## src/rtl/seg_pkg.sv

```systemverilog
// Shared digit type, segment codes and BCD-to-segment decode for the scan display.
package seg_pkg;

   localparam int NUM_DIGITS = 4;

   typedef logic [3:0] bcd_t;

   localparam logic [6:0] SEG_OFF = 7'b1111111;
   localparam logic [3:0] AN_OFF  = 4'b1111;

   // Segment order {g,f,e,d,c,b,a}, active-low
   localparam logic [6:0] SEG_0 = 7'b1000000;
   localparam logic [6:0] SEG_1 = 7'b1111001;
   localparam logic [6:0] SEG_2 = 7'b0100100;
   localparam logic [6:0] SEG_3 = 7'b0110000;
   localparam logic [6:0] SEG_4 = 7'b0011001;
   localparam logic [6:0] SEG_5 = 7'b0010010;
   localparam logic [6:0] SEG_6 = 7'b0000010;
   localparam logic [6:0] SEG_7 = 7'b1111000;
   localparam logic [6:0] SEG_8 = 7'b0000000;
   localparam logic [6:0] SEG_9 = 7'b0010000;

   function automatic logic [6:0] seg_decode(input bcd_t d);
      logic [6:0] s;
      case (d)
         4'd0:    s = SEG_0;
         4'd1:    s = SEG_1;
         4'd2:    s = SEG_2;
         4'd3:    s = SEG_3;
         4'd4:    s = SEG_4;
         4'd5:    s = SEG_5;
         4'd6:    s = SEG_6;
         4'd7:    s = SEG_7;
         4'd8:    s = SEG_8;
         4'd9:    s = SEG_9;
         default: s = SEG_OFF;
      endcase
      return s;
   endfunction

endpackage

```

## src/rtl/bin2bcd_seq.sv

```systemverilog
// Sequential double-dabble: saturates the input to 9999, then one shift-add-3 per clk.
// busy is high for BIN_WIDTH cycles; done pulses with the final digits.
module bin2bcd_seq
   import seg_pkg::*;
#(
   parameter int BIN_WIDTH = 14
) (
   input  logic                  clk,
   input  logic                  rst,
   input  logic                  start,
   input  logic [BIN_WIDTH-1:0]  bin,
   output logic                  ready,
   output logic                  busy,
   output logic                  done,
   output bcd_t [NUM_DIGITS-1:0] bcd
);

   localparam int CNT_W = $clog2(BIN_WIDTH + 1);
   localparam int BCD_W = 4 * NUM_DIGITS;
   localparam logic [CNT_W-1:0] LAST_ITER = CNT_W'(BIN_WIDTH - 1);

   logic                 run_r;
   logic                 busy_r;
   logic                 done_r;
   logic [CNT_W-1:0]     cnt_r;
   logic [BIN_WIDTH-1:0] bin_r;
   logic [BCD_W-1:0]     bcd_r;
   logic [BIN_WIDTH-1:0] sat_s;
   logic [BCD_W-1:0]     adj_s;

   function automatic bcd_t add3(input bcd_t d);
      return (d >= 4'd5) ? bcd_t'(d + 4'd3) : d;
   endfunction

   // Clamp to the largest four-digit value
   always_comb begin
      if (32'(bin) > 32'd9999) begin
         sat_s = BIN_WIDTH'(32'd9999);
      end else begin
         sat_s = bin;
      end
   end

   // Add-3 correction on every BCD nibble before the shift
   always_comb begin
      adj_s = '0;
      for (int i = 0; i < NUM_DIGITS; i++) begin
         adj_s[4*i +: 4] = add3(bcd_r[4*i +: 4]);
      end
   end

   // Conversion state: load, iterate, flag completion
   always_ff @(posedge clk or posedge rst) begin
      if (rst) begin
         run_r  <= 1'b0;
         busy_r <= 1'b0;
         done_r <= 1'b0;
         cnt_r  <= '0;
         bin_r  <= '0;
         bcd_r  <= '0;
      end else begin
         busy_r <= run_r;
         done_r <= 1'b0;
         if (start && ready) begin
            bin_r <= sat_s;
            bcd_r <= '0;
            cnt_r <= '0;
            run_r <= 1'b1;
         end else if (run_r) begin
            {bcd_r, bin_r} <= {adj_s[BCD_W-2:0], bin_r, 1'b0};
            cnt_r          <= cnt_r + CNT_W'(1'b1);
            if (cnt_r == LAST_ITER) begin
               run_r  <= 1'b0;
               done_r <= 1'b1;
            end
         end
      end
   end

   assign ready = ~run_r & ~busy_r;
   assign busy  = busy_r;
   assign done  = done_r;
   assign bcd   = bcd_r;

endmodule

```

## src/rtl/seven_seg_scanner.sv

```systemverilog
// Four-digit multiplexed 7-segment driver fed by a sampled 10 kHz scan clock.
// Optional SEG_BLANK_LEADING_ZEROS_EN blanks digits above the most significant nonzero one.
module seven_seg_scanner #(
   parameter int BIN_WIDTH  = 14,
   parameter int NUM_DIGITS = 4
) (
   input  logic                 clk,
   input  logic                 rst,
   input  logic                 scan_clk,
   input  logic [BIN_WIDTH-1:0] value,
   input  logic                 value_valid,
   output logic                 busy,
   output logic [3:0]           an,
   output logic [6:0]           seg,
   output logic                 dp
);

   import seg_pkg::*;

   logic [1:0]              sync_r;
   logic                    prev_r;
   logic                    tick_s;
   logic                    tick_d_r;
   logic [1:0]              idx_r;
   bcd_t [NUM_DIGITS-1:0]   disp_r;
   bcd_t [NUM_DIGITS-1:0]   conv_s;
   logic [BIN_WIDTH-1:0]    pend_r;
   logic                    pend_vld_r;
   logic [BIN_WIDTH-1:0]    start_val_s;
   logic                    start_s;
   logic                    ready_s;
   logic                    done_s;
   logic                    blank_s;
   logic [6:0]              seg_nxt_s;
   logic [3:0]              an_r;
   logic [6:0]              seg_r;

   assign tick_s  = sync_r[1] & ~prev_r;
   assign start_s = ready_s & (value_valid | pend_vld_r);

   // Scan clock synchronizer, edge detect and digit index
   always_ff @(posedge clk or posedge rst) begin
      if (rst) begin
         sync_r   <= 2'b00;
         prev_r   <= 1'b0;
         tick_d_r <= 1'b0;
         idx_r    <= 2'd3;
      end else begin
         sync_r   <= {sync_r[0], scan_clk};
         prev_r   <= sync_r[1];
         tick_d_r <= tick_s;
         if (tick_s) begin
            idx_r <= idx_r + 2'd1;
         end
      end
   end

   // A fresh strobe takes priority over a held pending value
   always_comb begin
      if (value_valid) begin
         start_val_s = value;
      end else begin
         start_val_s = pend_r;
      end
   end

   // Pending value (last write wins) and atomic display commit
   always_ff @(posedge clk or posedge rst) begin
      if (rst) begin
         pend_r     <= '0;
         pend_vld_r <= 1'b0;
         disp_r     <= '0;
      end else begin
         if (value_valid && !ready_s) begin
            pend_r     <= value;
            pend_vld_r <= 1'b1;
         end else if (start_s) begin
            pend_vld_r <= 1'b0;
         end
         if (done_s) begin
            disp_r <= conv_s;
         end
      end
   end

   bin2bcd_seq #(
      .BIN_WIDTH (BIN_WIDTH)
   ) u_bin2bcd (
      .clk   (clk),
      .rst   (rst),
      .start (start_s),
      .bin   (start_val_s),
      .ready (ready_s),
      .busy  (busy),
      .done  (done_s),
      .bcd   (conv_s)
   );

`ifdef SEG_BLANK_LEADING_ZEROS_EN
   logic [1:0] msd_s;

   // Highest nonzero digit; value 0 keeps digit 0 lit
   always_comb begin
      msd_s = 2'd0;
      for (int i = 1; i < NUM_DIGITS; i++) begin
         msd_s = (disp_r[i] != 4'd0) ? 2'(i) : msd_s;
      end
      blank_s = (idx_r > msd_s);
   end
`else
   assign blank_s = 1'b0;
`endif

   // Segment pattern for the digit being scanned
   always_comb begin
      if (blank_s) begin
         seg_nxt_s = SEG_OFF;
      end else begin
         seg_nxt_s = seg_decode(disp_r[idx_r]);
      end
   end

   // Registered anode/segment drive, refreshed once per scan tick
   always_ff @(posedge clk or posedge rst) begin
      if (rst) begin
         an_r  <= AN_OFF;
         seg_r <= SEG_OFF;
      end else if (tick_d_r) begin
         an_r  <= ~(NUM_DIGITS'(1'b1) << idx_r);
         seg_r <= seg_nxt_s;
      end
   end

   assign an  = an_r;
   assign seg = seg_r;
   assign dp  = 1'b1;

endmodule
```

## config.mk

```make
export PLATFORM = sky130hd
export DESIGN_NAME = seven_seg_scanner
export DESIGN_NICKNAME = d
export VERILOG_FILES = /design/src/rtl/seg_pkg.sv /design/src/rtl/bin2bcd_seq.sv /design/src/rtl/seven_seg_scanner.sv
export SDC_FILE = /design/constraint.sdc
export NUM_CORES = 1
export LEC_CHECK = 0
export BUFFER_PORTS_ARGS = -buffer_cell sky130_fd_sc_hd__clkbuf_2
export CAP_MARGIN = 5
export CORE_MARGIN = 2
export CORE_UTILIZATION = 35
export DETAILED_ROUTE_END_ITERATION = 10
export SYNTH_ARGS = -nofsm -noshare
export SYNTH_HDL_FRONTEND = slang
export SYNTH_HIERARCHICAL = 1
export SYNTH_SLANG_ARGS = --single-unit
```

## constraint.sdc

```tcl
create_clock -name clk -period 3 [get_ports clk]
set_input_delay 0.45 -clock clk [delete_from_list [all_inputs] [get_ports clk]]
set_output_delay 0.45 -clock clk [all_outputs]
set_load 0.05 [all_outputs]
```

==> results.cfg <==
[run_status]
status = finished clean

[cts]
path_clk_slew_ps = 60
cts_setup_buffers = 0
cts_buffers = 9
hold_buffers = 0
h-tree-depth = 3
tritoncts = done
cts_max_path_buffers = 2
worstSkewPairLatency_ps = 340
clockRootBuffer = clkbuf_16
clock_sinks = 85
post_cts_resized = 0

[yosys]
seq_area_frac_synth_pct = 49.39
ys_types = 57
async_flop_share_pct = 100.0
synth_most_common_cell = dfrtp_1
ys_seq_elements = 85
syn_area_per_cell_um2 = 11.76
synth_top_area_share_pct = 41.52
synthTopCellsByCount = dfrtp_1, mux2_2, nor2_1
synth_area_um2 = 4339
synth_warnings = 6
synth_largest_area_cell = dfrtp_1
synth_top_flop_cell = dfrtp_1
ys_top_cells_by_area = dfrtp_1, mux2_2, dfstp_2, ha_1, a221o_1
synth_edf_count = 0
synth_cells = 369
syn-num-nets = 407

[final_layout]
layout-drive-gt1-share_pct = 29.68
finalCoreUtilization_pct = 41.14
diodes = 0
fin_area_um2 = 4962
final_nets = 434
syn_to_final_growth_pct = 14.36

[global_routing]
grt_overflow = 0
grt_use_total_pct = 13.53
grt_pass1_wl_um = 14280
grt_pass1_vias = 2974
antenna_found_initial = 0
grt_start_max_net_pins = 49

[floorplanning]
dieArea_um2 = 13300
io_pins = 31
design.core.area_um2 = 12060
start_util_pct = 35.98
die_width_um = 115.3
dieHeight_um = 115.3
placementRows = 40

[sta]
hold_viol = 0
skew_ps = 9.999
setup_viol = 0
finalCritPeriodShare_pct = 72.23
slew-limit-headroom_pct = 34.40
drv_slew = 0
rsz0062_at_grt = no
max_slew.worst_pin.slew_ps = 982.6
hold-worst-slack_ps = 160.4
fin_crit_ps = 2167
tns_ps = 0
fmax_ghz = 0.4615

[placement]
place_area_um2 = 4647
place.gp.congestion = 0.7897
io_buffers = 29
dp_hpwl_um = 5942

[route]
ant_nets = 0
drt_wl_total_um = 8318
drc = 0
wl_per_cell_um = 14.62
avgViaCountPerCell = 5.225
drtPass1Iterations = 5
vias = 2973
drtIter0Drc = 136

[worst_setup_path]
setup.worst_path.end_class = flip-flop
required_ps = 3270
crit_arrival_ps = 2440
path_class = reg -> reg
worstSetupStartpointType = flip-flop
cp_max_fo = 28

[job]
cap_violations = 0

[min_path]
hp-class = in -> async

[power_and_ir_drop]
p_total_uw = 5273
peakVddDrop_mv = 0.4556
p_leak_uw = 0.002179
powerDensity_nw_per_um2 = 1063
[final timing paths]
path / start / end / slack [ps] / cells after the start
max: u_bin2bcd/run_r / u_bin2bcd/bcd[5] / 830 / 4
min in group clk: scan_clk / sync_r[0] / 220 / 1
min reg2reg: sync_r[0] / sync_r[1] / 350 / 0
min: rst / u_bin2bcd/bcd[14] / 160 / 2
max reg2reg: u_bin2bcd/run_r / u_bin2bcd/bcd[5] / 830 / 4
max in group asynchronous: rst / disp_r[0] / 2050 / 2
[per-layer routing]
metal	global-route usage (%)	up-vias	wire, um
met1	16.16	1495	3654
met5	0	-	0
li1	-	1399	-
met2	23.31	65	4197
met3	3.268	14	307
met4	5.622	0	160
[area by class of cell]
cell class	instances	area [um^2]
clock buffer	13	292.8
clock inverter	3	22.52
fill	1154	7099
inverter	25	93.84
multi-input combinational	238	1994
sequential	85	2143
tap	168	210.2
timing repair buffer	37	205.2
[cell usage in the layout (no fill, tap or decap), drive strengths merged, types with 3 or more instances in the layout]
cell,synthesis,final
dfrtp,72,72
mux2,44,44
clkbuf,9,42
nor2,26,26
inv,24,25
ha,20,20
nand2,17,17
dfstp,13,13
a2111oi,12,12
nand2b,11,11
a221o,10,10
o21ai,10,10
o22ai,9,9
buf,12,8
a32o,7,7
a21o,6,6
nor3,6,6
o221ai,5,5
mux2i,5,5
nor2b,4,4
xnor2,4,4
a31oi,4,4
a21oi,4,4
mux4,4,4
nand3,3,3
o2bb2ai,3,3
or3,3,3
o221a,3,3
and2,3,3
clkinv,1,3
[critical path: stages (launching register included)]
cell and delay, ps:
dfrtp_1 370, buf_4 250, clkinv_1 630, a2111oi_0 660
a221o_1 190
[logic make-up after synthesis]
logic type / count (synthesis) / share of synthesized area, %
buffers and inverters: 46 / 4.642
AND/OR/NAND/NOR: 81 / 9.372
adder cells (fa/ha/maj): 20 / 5.767
AO/OA/AOI/OAI: 78 / 14.99
XOR/XNOR: 5 / 1.009
other: 1 / 0.08642
flip-flops: 85 / 49.39
multiplexers: 53 / 14.73
[where the power goes]
part / switching [uW] / leakage (uW) / internal, uW
logic: 1180 / 0.000991 / 917
clock network: 448 / 0.000156 / 688
registers: 388 / 0.00103 / 1650
[stage by stage]
step           instances  setup slack [ps]
3_3_place_gp         553             747.8
6_report             569             833.2
2_1_floorplan        369             445.5
5_1_grt              569             555.3
3_5_place_dp         553             655.8
4_1_cts              569             836.3
[flip-flops by register name (all words and copies together) (netlist names), 2 cells and up]
| signal | count |
|---|---|
| seg | 7 |
| sync_r | 2 |
| pend_r | 14 |
| idx_r | 2 |
| u_bin2bcd/bcd | 16 |
| an | 4 |
| u_bin2bcd/cnt_r | 4 |
| disp_r | 16 |
| u_bin2bcd/bin_r | 14 |
No activity file was read; power rests on OpenSTA's default activity.
